**config.mk**
```make
export PLATFORM = sky130hd
export DESIGN_NAME = alu_control_sequencer_flat
export DESIGN_NICKNAME = d
export VERILOG_FILES = /design/src/rtl/alu_control_sequencer_pkg.sv /design/src/rtl/alu_control_sequencer_if.sv /design/src/rtl/alu_control_sequencer_branch_cond_eval.sv /design/src/rtl/alu_control_sequencer.sv /design/src/flat_wrapper.sv
export SDC_FILE = /design/constraint.sdc
export NUM_CORES = 1
export LEC_CHECK = 0
export CELL_PAD_IN_SITES_DETAIL_PLACEMENT = 1
export CELL_PAD_IN_SITES_GLOBAL_PLACEMENT = 1
export CORE_ASPECT_RATIO = 0.6
export CORE_MARGIN = 2
export CORE_UTILIZATION = 29
export CTS_CLUSTER_SIZE = 40
export DETAILED_ROUTE_END_ITERATION = 8
export PLACE_DENSITY_LB_ADDON = 0.1
export SYNTH_ARGS = -nofsm -noshare
export SYNTH_HDL_FRONTEND = slang
export SYNTH_SLANG_ARGS = --single-unit
```
**constraint.sdc**
```tcl
create_clock -name Clock -period 2.9 [get_ports Clock]
set_input_delay 0.435 -clock Clock [delete_from_list [all_inputs] [get_ports Clock]]
set_output_delay 0.435 -clock Clock [all_outputs]
set_load 0.01 [all_outputs]
```
**src/rtl/alu_control_sequencer_pkg.sv**
```systemverilog
// Shared types for the ALU control sequencer: FSM states, opcode map,
// ALU flag bit positions and the instruction word layout.
package alu_ctrl_pkg;

  typedef enum logic [2:0] {
    ST_FETCH,
    ST_DECODE,
    ST_EXECUTE,
    ST_WRITEBACK,
    ST_HALTED
  } state_e;

  localparam logic [5:0] OP_BRA  = 6'b100000;
  localparam logic [5:0] OP_BEQ  = 6'b100001;
  localparam logic [5:0] OP_BNE  = 6'b100010;
  localparam logic [5:0] OP_BCS  = 6'b100011;
  localparam logic [5:0] OP_BMI  = 6'b100100;
  localparam logic [5:0] OP_BVS  = 6'b100101;
  localparam logic [5:0] OP_HALT = 6'b111111;

  localparam int FLAG_Z = 3;
  localparam int FLAG_C = 2;
  localparam int FLAG_N = 1;
  localparam int FLAG_O = 0;

  typedef struct packed {
    logic [5:0] op;
    logic       s;
    logic [2:0] dst;
    logic [2:0] src1;
    logic [2:0] src2;
  } instr_t;

  function automatic logic is_alu_op(input logic [5:0] op);
    return !op[5];
  endfunction

  function automatic logic is_branch_op(input logic [5:0] op);
    return op inside {OP_BRA, OP_BEQ, OP_BNE, OP_BCS, OP_BMI, OP_BVS};
  endfunction

endpackage

```
**src/rtl/alu_control_sequencer_if.sv**
```systemverilog
// Instruction handshake plus ALU/register-file control bus; the sequencer
// is the master, the datapath (or a bench) is the slave.
interface alu_control_sequencer_if #(
  parameter int INSTR_W = 16,
  parameter int PC_W    = 16
);
  logic               instr_valid;
  logic               instr_ready;
  logic [INSTR_W-1:0] instr_data;
  logic [3:0]         FlagsIn;
  logic [4:0]         FunSel;
  logic               WF;
  logic [2:0]         rf_rsel_a;
  logic [2:0]         rf_rsel_b;
  logic               rf_we;
  logic [2:0]         rf_wsel;
  logic               pc_load;
  logic [PC_W-1:0]    pc_offset;
  logic               halted;
  logic               illegal_op;

  modport master (
    input  instr_valid, instr_data, FlagsIn,
    output instr_ready, FunSel, WF, rf_rsel_a, rf_rsel_b, rf_we, rf_wsel,
           pc_load, pc_offset, halted, illegal_op
  );

  modport slave (
    output instr_valid, instr_data, FlagsIn,
    input  instr_ready, FunSel, WF, rf_rsel_a, rf_rsel_b, rf_we, rf_wsel,
           pc_load, pc_offset, halted, illegal_op
  );
endinterface

```
**src/rtl/alu_control_sequencer_branch_cond_eval.sv**
```systemverilog
// Resolves a branch opcode against the ALU flags; non-branch opcodes
// always evaluate as not taken.
module branch_cond_eval
  import alu_ctrl_pkg::*;
(
  input  logic [5:0] op,
  input  logic [3:0] flags,
  output logic       taken
);

  always_comb begin
    // NOTE: default assignment first, so no path through the case leaves
    // taken unassigned and infers a latch.
    taken = 1'b0;
    case (op)
      OP_BRA:  taken = 1'b1;
      OP_BEQ:  taken = flags[FLAG_Z];
      OP_BNE:  taken = !flags[FLAG_Z];
      OP_BCS:  taken = flags[FLAG_C];
      OP_BMI:  taken = flags[FLAG_N];
      OP_BVS:  taken = flags[FLAG_O];
      default: taken = 1'b0;
    endcase
  end

endmodule

```
**src/rtl/alu_control_sequencer.sv**
```systemverilog
// Issuing side of the ALU FunSel/WF/Flags interface: accepts instructions,
// then walks DECODE/EXECUTE/WRITEBACK driving ALU, register-file and PC strobes.
module alu_control_sequencer
  import alu_ctrl_pkg::*;
#(
  parameter int INSTR_W  = 16,
  parameter int OFFSET_W = 9,
  parameter int PC_W     = 16
) (
  input  logic                    Clock,
  input  logic                    Reset,
  alu_control_sequencer_if.master bus
);

  state_e             state_q, state_d;
  logic [INSTR_W-1:0] ir_q;
  instr_t             ir;
  logic               accept;
  logic               taken;
  logic               op_alu, op_branch, op_halt;

  logic               instr_ready_c, wf_c, rf_we_c, pc_load_c, halted_c, illegal_c;
  logic [4:0]         funsel_c;
  logic [2:0]         rsel_a_c, rsel_b_c, wsel_c;
  logic [PC_W-1:0]    pc_offset_c;
  logic [PC_W-1:0]    offset_sext;

  assign ir          = instr_t'(ir_q);
  assign op_alu      = is_alu_op(ir.op);
  assign op_branch   = is_branch_op(ir.op);
  assign op_halt     = (ir.op == OP_HALT);
  assign accept      = bus.instr_valid && instr_ready_c;
  assign offset_sext = {{(PC_W-OFFSET_W){ir_q[OFFSET_W-1]}}, ir_q[OFFSET_W-1:0]};

  branch_cond_eval u_branch_cond_eval (
    .op    (ir.op),
    .flags (bus.FlagsIn),
    .taken (taken)
  );

  always_ff @(posedge Clock) begin
    // NOTE: sequential state uses non-blocking assignments so every register
    // samples pre-edge values regardless of statement order.
    if (Reset) state_q <= ST_FETCH;
    else       state_q <= state_d;
  end

  always_ff @(posedge Clock) begin
    if (Reset)       ir_q <= '0;
    else if (accept) ir_q <= bus.instr_data;
  end

  always_comb begin
    state_d = state_q;
    case (state_q)
      ST_FETCH:     if (accept) state_d = ST_DECODE;
      ST_DECODE: begin
        if (op_alu || op_branch) state_d = ST_EXECUTE;
        else if (op_halt)        state_d = ST_HALTED;
        else                     state_d = ST_FETCH;
      end
      ST_EXECUTE:   state_d = op_alu ? ST_WRITEBACK : ST_FETCH;
      ST_WRITEBACK: state_d = ST_FETCH;
      ST_HALTED:    state_d = ST_HALTED;
      default:      state_d = ST_FETCH;
    endcase
  end

  // Outputs are forced low during Reset so an aborted instruction never
  // leaks a WF, rf_we or pc_load strobe.
  always_comb begin
    instr_ready_c = 1'b0;
    funsel_c      = '0;
    wf_c          = 1'b0;
    rsel_a_c      = '0;
    rsel_b_c      = '0;
    rf_we_c       = 1'b0;
    wsel_c        = '0;
    pc_load_c     = 1'b0;
    pc_offset_c   = '0;
    halted_c      = 1'b0;
    illegal_c     = 1'b0;
    if (!Reset) begin
      case (state_q)
        ST_FETCH: instr_ready_c = 1'b1;
        ST_DECODE: begin
          if (op_alu) begin
            funsel_c = ir.op[4:0];
            rsel_a_c = ir.src1;
            rsel_b_c = ir.src2;
          end else if (!op_branch && !op_halt) begin
            illegal_c = 1'b1;
          end
        end
        ST_EXECUTE: begin
          if (op_alu) begin
            funsel_c = ir.op[4:0];
            rsel_a_c = ir.src1;
            rsel_b_c = ir.src2;
            wf_c     = ir.s;
          end else if (taken) begin
            pc_load_c   = 1'b1;
            pc_offset_c = offset_sext;
          end
        end
        ST_WRITEBACK: begin
          funsel_c = ir.op[4:0];
          rsel_a_c = ir.src1;
          rsel_b_c = ir.src2;
          rf_we_c  = 1'b1;
          wsel_c   = ir.dst;
        end
        ST_HALTED: halted_c = 1'b1;
        default: ;
      endcase
    end
  end

  assign bus.instr_ready = instr_ready_c;
  assign bus.FunSel      = funsel_c;
  assign bus.WF          = wf_c;
  assign bus.rf_rsel_a   = rsel_a_c;
  assign bus.rf_rsel_b   = rsel_b_c;
  assign bus.rf_we       = rf_we_c;
  assign bus.rf_wsel     = wsel_c;
  assign bus.pc_load     = pc_load_c;
  assign bus.pc_offset   = pc_offset_c;
  assign bus.halted      = halted_c;
  assign bus.illegal_op  = illegal_c;

endmodule

```
**src/flat_wrapper.sv**
```systemverilog
// flat-port wrapper written by rule: the top's interface ports become plain ports
module alu_control_sequencer_flat import alu_ctrl_pkg::*;
#(
  parameter int INSTR_W  = 16,
  parameter int OFFSET_W = 9,
  parameter int PC_W     = 16
)
  (Clock, Reset, bus_instr_valid, bus_instr_data, bus_FlagsIn, bus_instr_ready, bus_FunSel, bus_WF, bus_rf_rsel_a, bus_rf_rsel_b, bus_rf_we, bus_rf_wsel, bus_pc_load, bus_pc_offset, bus_halted, bus_illegal_op);
  alu_control_sequencer_if #(.INSTR_W(INSTR_W), .PC_W(PC_W)) bus_i ();
  input  logic Clock;
  input  logic Reset;
  input wire logic [$bits(bus_i.instr_valid)-1:0] bus_instr_valid;
  input wire logic [$bits(bus_i.instr_data)-1:0] bus_instr_data;
  input wire logic [$bits(bus_i.FlagsIn)-1:0] bus_FlagsIn;
  output wire logic [$bits(bus_i.instr_ready)-1:0] bus_instr_ready;
  output wire logic [$bits(bus_i.FunSel)-1:0] bus_FunSel;
  output wire logic [$bits(bus_i.WF)-1:0] bus_WF;
  output wire logic [$bits(bus_i.rf_rsel_a)-1:0] bus_rf_rsel_a;
  output wire logic [$bits(bus_i.rf_rsel_b)-1:0] bus_rf_rsel_b;
  output wire logic [$bits(bus_i.rf_we)-1:0] bus_rf_we;
  output wire logic [$bits(bus_i.rf_wsel)-1:0] bus_rf_wsel;
  output wire logic [$bits(bus_i.pc_load)-1:0] bus_pc_load;
  output wire logic [$bits(bus_i.pc_offset)-1:0] bus_pc_offset;
  output wire logic [$bits(bus_i.halted)-1:0] bus_halted;
  output wire logic [$bits(bus_i.illegal_op)-1:0] bus_illegal_op;
  assign bus_i.instr_valid = bus_instr_valid;
  assign bus_i.instr_data = bus_instr_data;
  assign bus_i.FlagsIn = bus_FlagsIn;
  assign bus_instr_ready = bus_i.instr_ready;
  assign bus_FunSel = bus_i.FunSel;
  assign bus_WF = bus_i.WF;
  assign bus_rf_rsel_a = bus_i.rf_rsel_a;
  assign bus_rf_rsel_b = bus_i.rf_rsel_b;
  assign bus_rf_we = bus_i.rf_we;
  assign bus_rf_wsel = bus_i.rf_wsel;
  assign bus_pc_load = bus_i.pc_load;
  assign bus_pc_offset = bus_i.pc_offset;
  assign bus_halted = bus_i.halted;
  assign bus_illegal_op = bus_i.illegal_op;
  alu_control_sequencer #(.INSTR_W(INSTR_W), .OFFSET_W(OFFSET_W), .PC_W(PC_W)) u_core (.Clock(Clock), .Reset(Reset), .bus(bus_i));
endmodule
```
---- Yosys cells after proc, flatten, opt, wreduce, memory -nomap -nowiden ----
Index checks and enable logic that the tools add are counted.
storage, ports and cells
  register bits after elaboration ......... 19
  word-level logic and storage cells ...... 62
  input port bits ......................... 23
operators by class
  equal/unequal tests ..................... 12
  reductions and logical operators ........ 10
  muxes and demuxes ....................... 38
operator list
  kind                number
  $mux 16             4
  $eq 6x6->1 const B  7
  $mux 3              9
  $mux 1              17
  $pmux 3 s2          2
  $pmux 3 s4          1
  $mux 5              2
  $pmux 5 s2          1
  $eq 3x2->1 const B  2
  $pmux 1 s6          1
  $reduce_bool 6->1   1
  $logic_not 1->1     4
  $eq 3x1->1 const B  1
  $eq 3x3->1 const B  1
  $logic_not 3->1     1
  $logic_and 1x1->1   2
  $mux 2              1
  $ne 2x1->1 const B  1
  $reduce_or 2->1     1
  $logic_or 1x1->1    1

---- Logic depth before layout (Yosys ltp) ----
Gate-level depths: netlist of the first run.
  depth after elaboration ................. 8
  depth in mapped cells ................... 6
  gate-level depth less buffers ........... 4

---- Modules after synthesis ----
From an unflattened synthesis of the first run, not the netlist that was laid out.
second synthesis, totals
  cell total of the unflattened synthesis .. 122
  area, all modules ....................... 1189.9 um^2
modules (own cells, without submodules)
  module                 times used  cells each  area an instance (um^2)
  alu_control_sequencer  1           114         1128.6
  branch_cond_eval       1           8           61.3

---- Worst setup path before layout of the first run ----
No wires, ideal clock.
  path type ............................... input to output
  start ................................... in Reset
  end ..................................... out bus_pc_offset[10]
  stages .................................. 5
  slack ................................... 0.059 ns
  buffers on the path ..................... 2
  data required time ...................... 2.465 ns
  arrival ................................. 2.406 ns
  cell sequence ........................... clkbuf_1 nor3_1 nand4_1 nor4b_1 buf_4
between the ends
  word-level cells in the longest chain between the ends .. 1
RTL lines
  item                line                         text
  start: declaration  flat_wrapper.sv:11           input logic Reset;
  $mux 16             alu_control_sequencer.sv:83  if (!Reset) begin
  end: declaration    flat_wrapper.sv:23           output wire logic [$bits(bus_i.pc_offset)-1:0] bus_pc_offset;
No other way between the ends.

---- Worst setup path in the final report of the first run ----
  start ................................... in bus_FlagsIn[0]
  end ..................................... out bus_pc_offset[14]
between the ends
  word-level cells in the longest chain between the ends .. 5
RTL lines
  item                line                                          text
  start: declaration  flat_wrapper.sv:14                            input wire logic [$bits(bus_i.FlagsIn)-1:0] bus_FlagsIn;
  $pmux 1 s6          alu_control_sequencer_branch_cond_eval.sv:15  case (op)
  $mux 16             alu_control_sequencer.sv:101                  end else if (taken) begin
  $mux 16             alu_control_sequencer.sv:96                   if (op_alu) begin
  $mux 16             alu_control_sequencer.sv:84                   case (state_q)
  $mux 16             alu_control_sequencer.sv:83
No other way between the ends.

==> reports/results.ini, run 1 <==
[layout]
area_growth_pct = 54.4
diodes = 0
drive_above_1_share_pct = 15.4
nFillCells = 474
fin_nets = 206
final_area_sq_mm = 0.00187

[placement]
dp_hpwl_microns = 2870
gp_congestion = 0.719
placed_area_sq_mm = 0.00178
port_buffers = 58

[clock_tree]
clk_latency_ns = 0.26
cts_tree = done
cts_buffers = 3
cts_hold_buf = 0
clock_sinks = 19
clkTransAtPathRegs_ns = 0.07
htreeDepth = 1
clock_path_buffers = 2
root_buffer = clkbuf_8

[routing]
vias = 1178
ant_nets = 0
routed_wirelength_microns = 3890
route.detailed.drc = 0
wl_per_cell_microns = 16.8
first_iter_violations = 14
drtPass1Iterations = 4
via_per_inst = 5.08

[global_routing]
grt.overflow.total = 0
grt_pass1_wl_microns = 6080
grt_usage_pct = 17.0
grt_max_degree = 21
antenna_found_initial = 0
grt_pass1_vias = 1211

[power]
switching_power_w = 0.000197
switching_share_pct = 29.1
p_comb_share_pct = 26.0
clkPwrFrac_pct = 27.8
power.share.sequential_pct = 46.1
p_leak_nw = 0.744
power.density_mw_per_mm2 = 363
intPower_w = 0.000481
peakVddDrop_mv = 0.168

[timing]
clock_skew_ns = 0.00462
max_freq_mhz = 360
rsz0062_at_grt = no
final-hold-violation-count = 0
period_share_pct = 95.9
max_slew_margin_pct = 60.5
worst-slew-pin-transition_ns = 0.592
report.final.slew_viol_count = 0
setup_tns_ns = 0
setup_viol = 0
finalCriticalPeriod_ns = 2.78

[synth]
synthAdderAreaFrac_pct = 0
yosysWarnings = 0
synth_top_family_by_area = simple AND/OR/NAND/NOR gates
synth_area_leader_cell = dfxtp_1
synth.cell_area_sq_mm = 0.00121
yosysMostFrequentCell = dfxtp_1
syn-num-nets = 154
ys_seq_area_share_pct = 31.4
synth_edf_count = 0
synth_cell_types = 33
synthCells = 131
async_reset_ff_share_pct = 0
synth_simple_gate_area_share_pct = 37.1
ys_top_cells_by_count = 19 x dfxtp_1, 15 x nor2b_1, 11 x nor3b_1, 11 x nor4b_1, 10 x mux2_4
synthMuxAreaShare_pct = 15.1
yosys_register_bits = 19
synth_area_leaders = dfxtp_1 31%, mux2_4 12%, nor4b_1 8.0%
synth_xor_area_share_pct = 0
synth_area_per_cell_sq_um = 9.24
synth_top_area_share_pct = 31.4
synth_compound_area_share_pct = 7.45
ys.flop_type = dfxtp_1

[status]
status = completed

[setup_path]
critPathArrivalTime_ns = 2.35
worstPathMaxFanout = 10
worst_ep_required_time_ns = 2.47
setup.worst_path.class = primary input to primary output
cp-start-kind = primary input
cp-end-kind = primary output

[floorplanning]
die_y_microns = 54.0
fp-row-count = 18
die_w_microns = 87.4
core_area_sq_mm = 0.00405
io_pins = 59
dieArea_sq_mm = 0.00472
initial_utilization_pct = 29.8

[flow_run]
timing.max_cap.violations = 0

[hold_path]
holdCritPathClass = flip-flop to flip-flop

==> path summary, 6_finish.rpt <==
kind                            depth (start not counted)                   endpoint                           start  slack [ns]
worst min register to register                          2  u_core.ir[8]$_SDFFE_PP0P_       u_core.ir[8]$_SDFFE_PP0P_        0.51
worst max register to register                          4  u_core.ir[1]$_SDFFE_PP0P_  u_core.state_q[0]$_SDFFE_PP0P_        1.11
worst max-delay path                                    6          bus_pc_offset[14]                  bus_FlagsIn[0]        0.12
worst min-delay path                                    2  u_core.ir[8]$_SDFFE_PP0P_       u_core.ir[8]$_SDFFE_PP0P_        0.51
==> metrics by stage <==
stage	instances	setup slack (ns)	util, %	total power, W	hold WS, ns
floorplan	131	0.0591	-	0.000416	0.457
global placement	228	0.0600	44.0	0.000480	0.488
detailed placement	228	0.0101	44.0	0.000490	0.496
CTS	232	0.0159	45.2	0.000683	0.509
global route	232	0.0219	46.1	0.000718	0.545
finish	232	0.119	46.1	0.000678	0.513
==> power by group through the flow <==
stage	combinational [W]	clock (W)	sequential (W)
detailed placement	0.000174	0	0.000316
finish	0.000177	0.000189	0.000313
global placement	0.000167	0	0.000314
global route	0.000191	0.000210	0.000317
CTS	0.000175	0.000197	0.000311
floorplan	0.000114	0	0.000302
==> layer usage <==
metal	GRT usage [%]	up-vias	routed length, microns
li1	-	561	-
met1	21.6	585	1860
met2	29.5	30	1880
met3	3.99	2	131
met4	3.85	0	14
met5	0	-	0
==> what timing repair did <==
action | in CTS | in global routing
gates resized for setup | 1 | 9
buffers inserted | 0 | 0
gates cloned | 0 | 0
setup endpoints to repair | 2 | 25
==> kinds of logic after synthesis <==
group | Yosys count
compound gates | 15
flops | 19
mux | 13
buf+inv | 17
simple gates | 67
==> state kept, by name, indices dropped and copies added, names as in the netlist <==
register,count
u_core.ir,16
u_core.state_q,3
==> layout by cell type, fill, tap and decap left out, drive strengths merged, types with 2 or more instances in the layout <==
cell	Yosys	layout
clkdlybuf4s50	0	54
dfxtp	19	19
nor2b	15	15
mux2	12	12
nor3b	11	11
nor4b	11	11
a21oi	6	6
and2	5	5
o21ai	5	5
nand2	5	5
nand3	4	4
dlymetal6s2s	0	4
buf	11	4
clkbuf	4	4
and3	3	3
nor2	3	3
o21a	2	2
nand4	2	2
nand2b	2	2
nor3	2	2
==> cell type report <==
class | count | area, sq um | area share (%)
Sequential cell | 19 | 380 | 20.4
Timing Repair Buffer | 62 | 621 | 33.2
Inverter | 2 | 8.76 | 0.469
Clock buffer | 4 | 45.0 | 2.41
Tap cell | 50 | 62.6 | 3.35
Multi-Input combinational cell | 95 | 751 | 40.2
==> critical path: stages <==
cell	delay (ns)
clkdlybuf4s50_1	0.45
mux2i_1	0.07
o21a_1	0.33
nor4b_2	0.31
buf_4	0.19
clkdlybuf4s50_1	0.56
Note: power is estimated with default switching activity, not from simulation.
==> inputs of run 2 (changes only) <==
--- a/config.mk
+++ b/config.mk
@@ -8,10 +8,11 @@
 export CELL_PAD_IN_SITES_DETAIL_PLACEMENT = 1
 export CELL_PAD_IN_SITES_GLOBAL_PLACEMENT = 1
 export CORE_ASPECT_RATIO = 0.6
-export CORE_MARGIN = 2
+export CORE_MARGIN = 3
 export CORE_UTILIZATION = 29
 export CTS_CLUSTER_SIZE = 40
 export DETAILED_ROUTE_END_ITERATION = 8
+export GPL_ROUTABILITY_DRIVEN = 1
 export PLACE_DENSITY_LB_ADDON = 0.1
 export SYNTH_ARGS = -nofsm -noshare
 export SYNTH_HDL_FRONTEND = slang
==> constraint.sdc (replaced) <==
create_clock -name Clock -period 2.6 [get_ports Clock]
set_input_delay 0.39 -clock Clock [delete_from_list [all_inputs] [get_ports Clock]]
set_output_delay 0.39 -clock Clock [all_outputs]
set_load 0.01 [all_outputs]
==> run 2 against run 1 <==
- design area rose by 4.2%
- clock power grew 12%
- non-clock buffer count rose by 10
- critical path depth stayed put
- sequential share of layout area fell by 0.82 points
- combinational power rose by 27%
- global-route usage is 0.082 points lower
- setup slack worse by 0.029 ns
- register-to-register slack got worse by 0.43 ns
- count of clock-buffer cells in the layout is 1 lower
- via count shrank 0.42%
- critical endpoint is now bus_rf_wsel[1]
==> reports/results.ini, run 2 (synthesis gave the netlist of run 1 again) <==
[setup_path]
critPathArrivalTime_ns = 2.12
worst_path_most_repeated_cell = clkdlybuf4s50_1
cp-start-kind = primary input
cp_num_buf_inv = 3
worstPathMaxFanout = 20
cp_top_family = buffers and inverters
crit_chain = clkdlybuf4s50_1, buf_6, nor2_2, and3_1, and2_1, clkdlybuf4s50_1
setup.worst_path.class = primary input to primary output
cp-end-kind = primary output
crit_slowest_cell = clkdlybuf4s50_1
worst_ep_required_time_ns = 2.21
max_stage_delay_ns = 0.54

[layout]
final_area_sq_mm = 0.00195
drive_above_1_share_pct = 19.8
largest_reg_flops = 16
diodes = 0
fin_nets = 216
nFillCells = 443
layout_common_cells = 30 x clkdlybuf4s50_1, 19 x dfxtp_1, 15 x nor2b_1, 15 x dlygate4sd2_1
final_common_cell = clkdlybuf4s50_1
final-seq-area_sq_um = 380
multiInputGateArea_sq_um = 749
area_growth_pct = 60.9
layout.cells.non_filler = 239
final_core_util_pct = 50.8

[global_routing]
grt_usage_pct = 16.9
antenna_found_initial = 0
grt_max_degree = 21
grt_pass1_vias = 1310
grt.overflow.total = 0
grt_pass1_wl_microns = 6650

[status]
status = completed

[clock_tree]
cts_hold_buf = 0
clock_path_buffers = 2
htreeDepth = 1
clk_latency_ns = 0.26
root_buffer = clkbuf_8
clock_sinks = 19
cts_buffers = 3
clkTransAtPathRegs_ns = 0.08
cts_tree = done

[routing]
drtPass1Iterations = 2
first_iter_violations = 44
via_per_inst = 4.91
vias = 1173
wl_met3_microns = 227
routed_wirelength_microns = 3960
ant_nets = 0
wl_per_cell_microns = 16.6
route.detailed.drc = 0
top_layer_used = met4
m1WireLength_microns = 1940
wl_met2_microns = 1760

[timing]
worst-slew-pin-transition_ns = 0.573
rsz0062_at_grt = no
report.final.slew_viol_count = 0
period_share_pct = 96.5
max_slew_margin_pct = 61.8
finalCriticalPeriod_ns = 2.51
setup_viol = 0
setup_tns_ns = 0
final-hold-violation-count = 0
max_freq_mhz = 398
clock_skew_ns = 0.00997

[floorplanning]
die_y_microns = 56.0
dieArea_sq_mm = 0.00501
die_w_microns = 89.4
io_pins = 59
core_area_sq_mm = 0.00383
fp-row-count = 17
initial_utilization_pct = 31.6

[power]
p_leak_nw = 1.04
peakVddDrop_mv = 0.190
power.density_mw_per_mm2 = 399

[placement]
dp_hpwl_microns = 2990
dp.cells = 233
placed_area_sq_mm = 0.00185
gp_congestion = 0.704
port_buffers = 58

[hold_path]
holdCritPathClass = flip-flop to flip-flop

[flow_run]
timing.max_cap.violations = 0

## run 2: tightest hold or removal path, stage by stage (launching register included)
cell and delay (ns):
dfxtp_1 0.33, o21ai_0 0.07, a21oi_1 0.06
## run 2: layout make-up
cell class,count,area share (%)
inverters,2,0.450
flip-flops and latches,19,19.5
well taps,47,3.02
clock inverters,1,0.257
multi-input cells,95,38.5
repair buffers,72,36.1
clock buffers,3,2.12
## run 2: per-stage QoR
step	power (W)	hold slack, ns	setup WS, ns
floorplan	0.000464	0.457	0.243
global placement	0.000554	0.489	-0.181
detailed placement	0.000563	0.509	-0.241
CTS	0.000789	0.522	0.00149
global route	0.000826	0.541	0.00122
finish	0.000777	0.510	0.0899
## run 2: path summary, 6_finish.rpt
kind | start | end | slack [ns] | depth (start not counted)
hold reg to reg | u_core.ir[7]$_SDFFE_PP0P_ | u_core.ir[7]$_SDFFE_PP0P_ | 0.51 | 2
hold / removal | u_core.ir[7]$_SDFFE_PP0P_ | u_core.ir[7]$_SDFFE_PP0P_ | 0.51 | 2
setup / recovery | Reset | bus_rf_wsel[1] | 0.09 | 6
setup reg to reg | u_core.state_q[0]$_SDFFE_PP0P_ | u_core.ir[0]$_SDFFE_PP0P_ | 0.68 | 6
## run 2: what timing repair did
item                       in CTS  in global routing
buffers inserted                2                  0
setup endpoints to repair      30                 17
resized for setup              20                 14
pin swaps                       1                  0
## run 2: metal layers
metal  global-route usage, %  up-vias
met5                       0        -
met4                    2.34        0
met3                    4.88        4
met2                    26.5       32
met1                    23.2      554
li1                        -      583
## run 2: power breakdown
part           switching [W]  leakage, nW  internal [W]
sequential         0.0000225        0.156      0.000317
combinational      0.0000968        0.854      0.000128
clock               0.000106       0.0255      0.000107
total               0.000225         1.04      0.000552
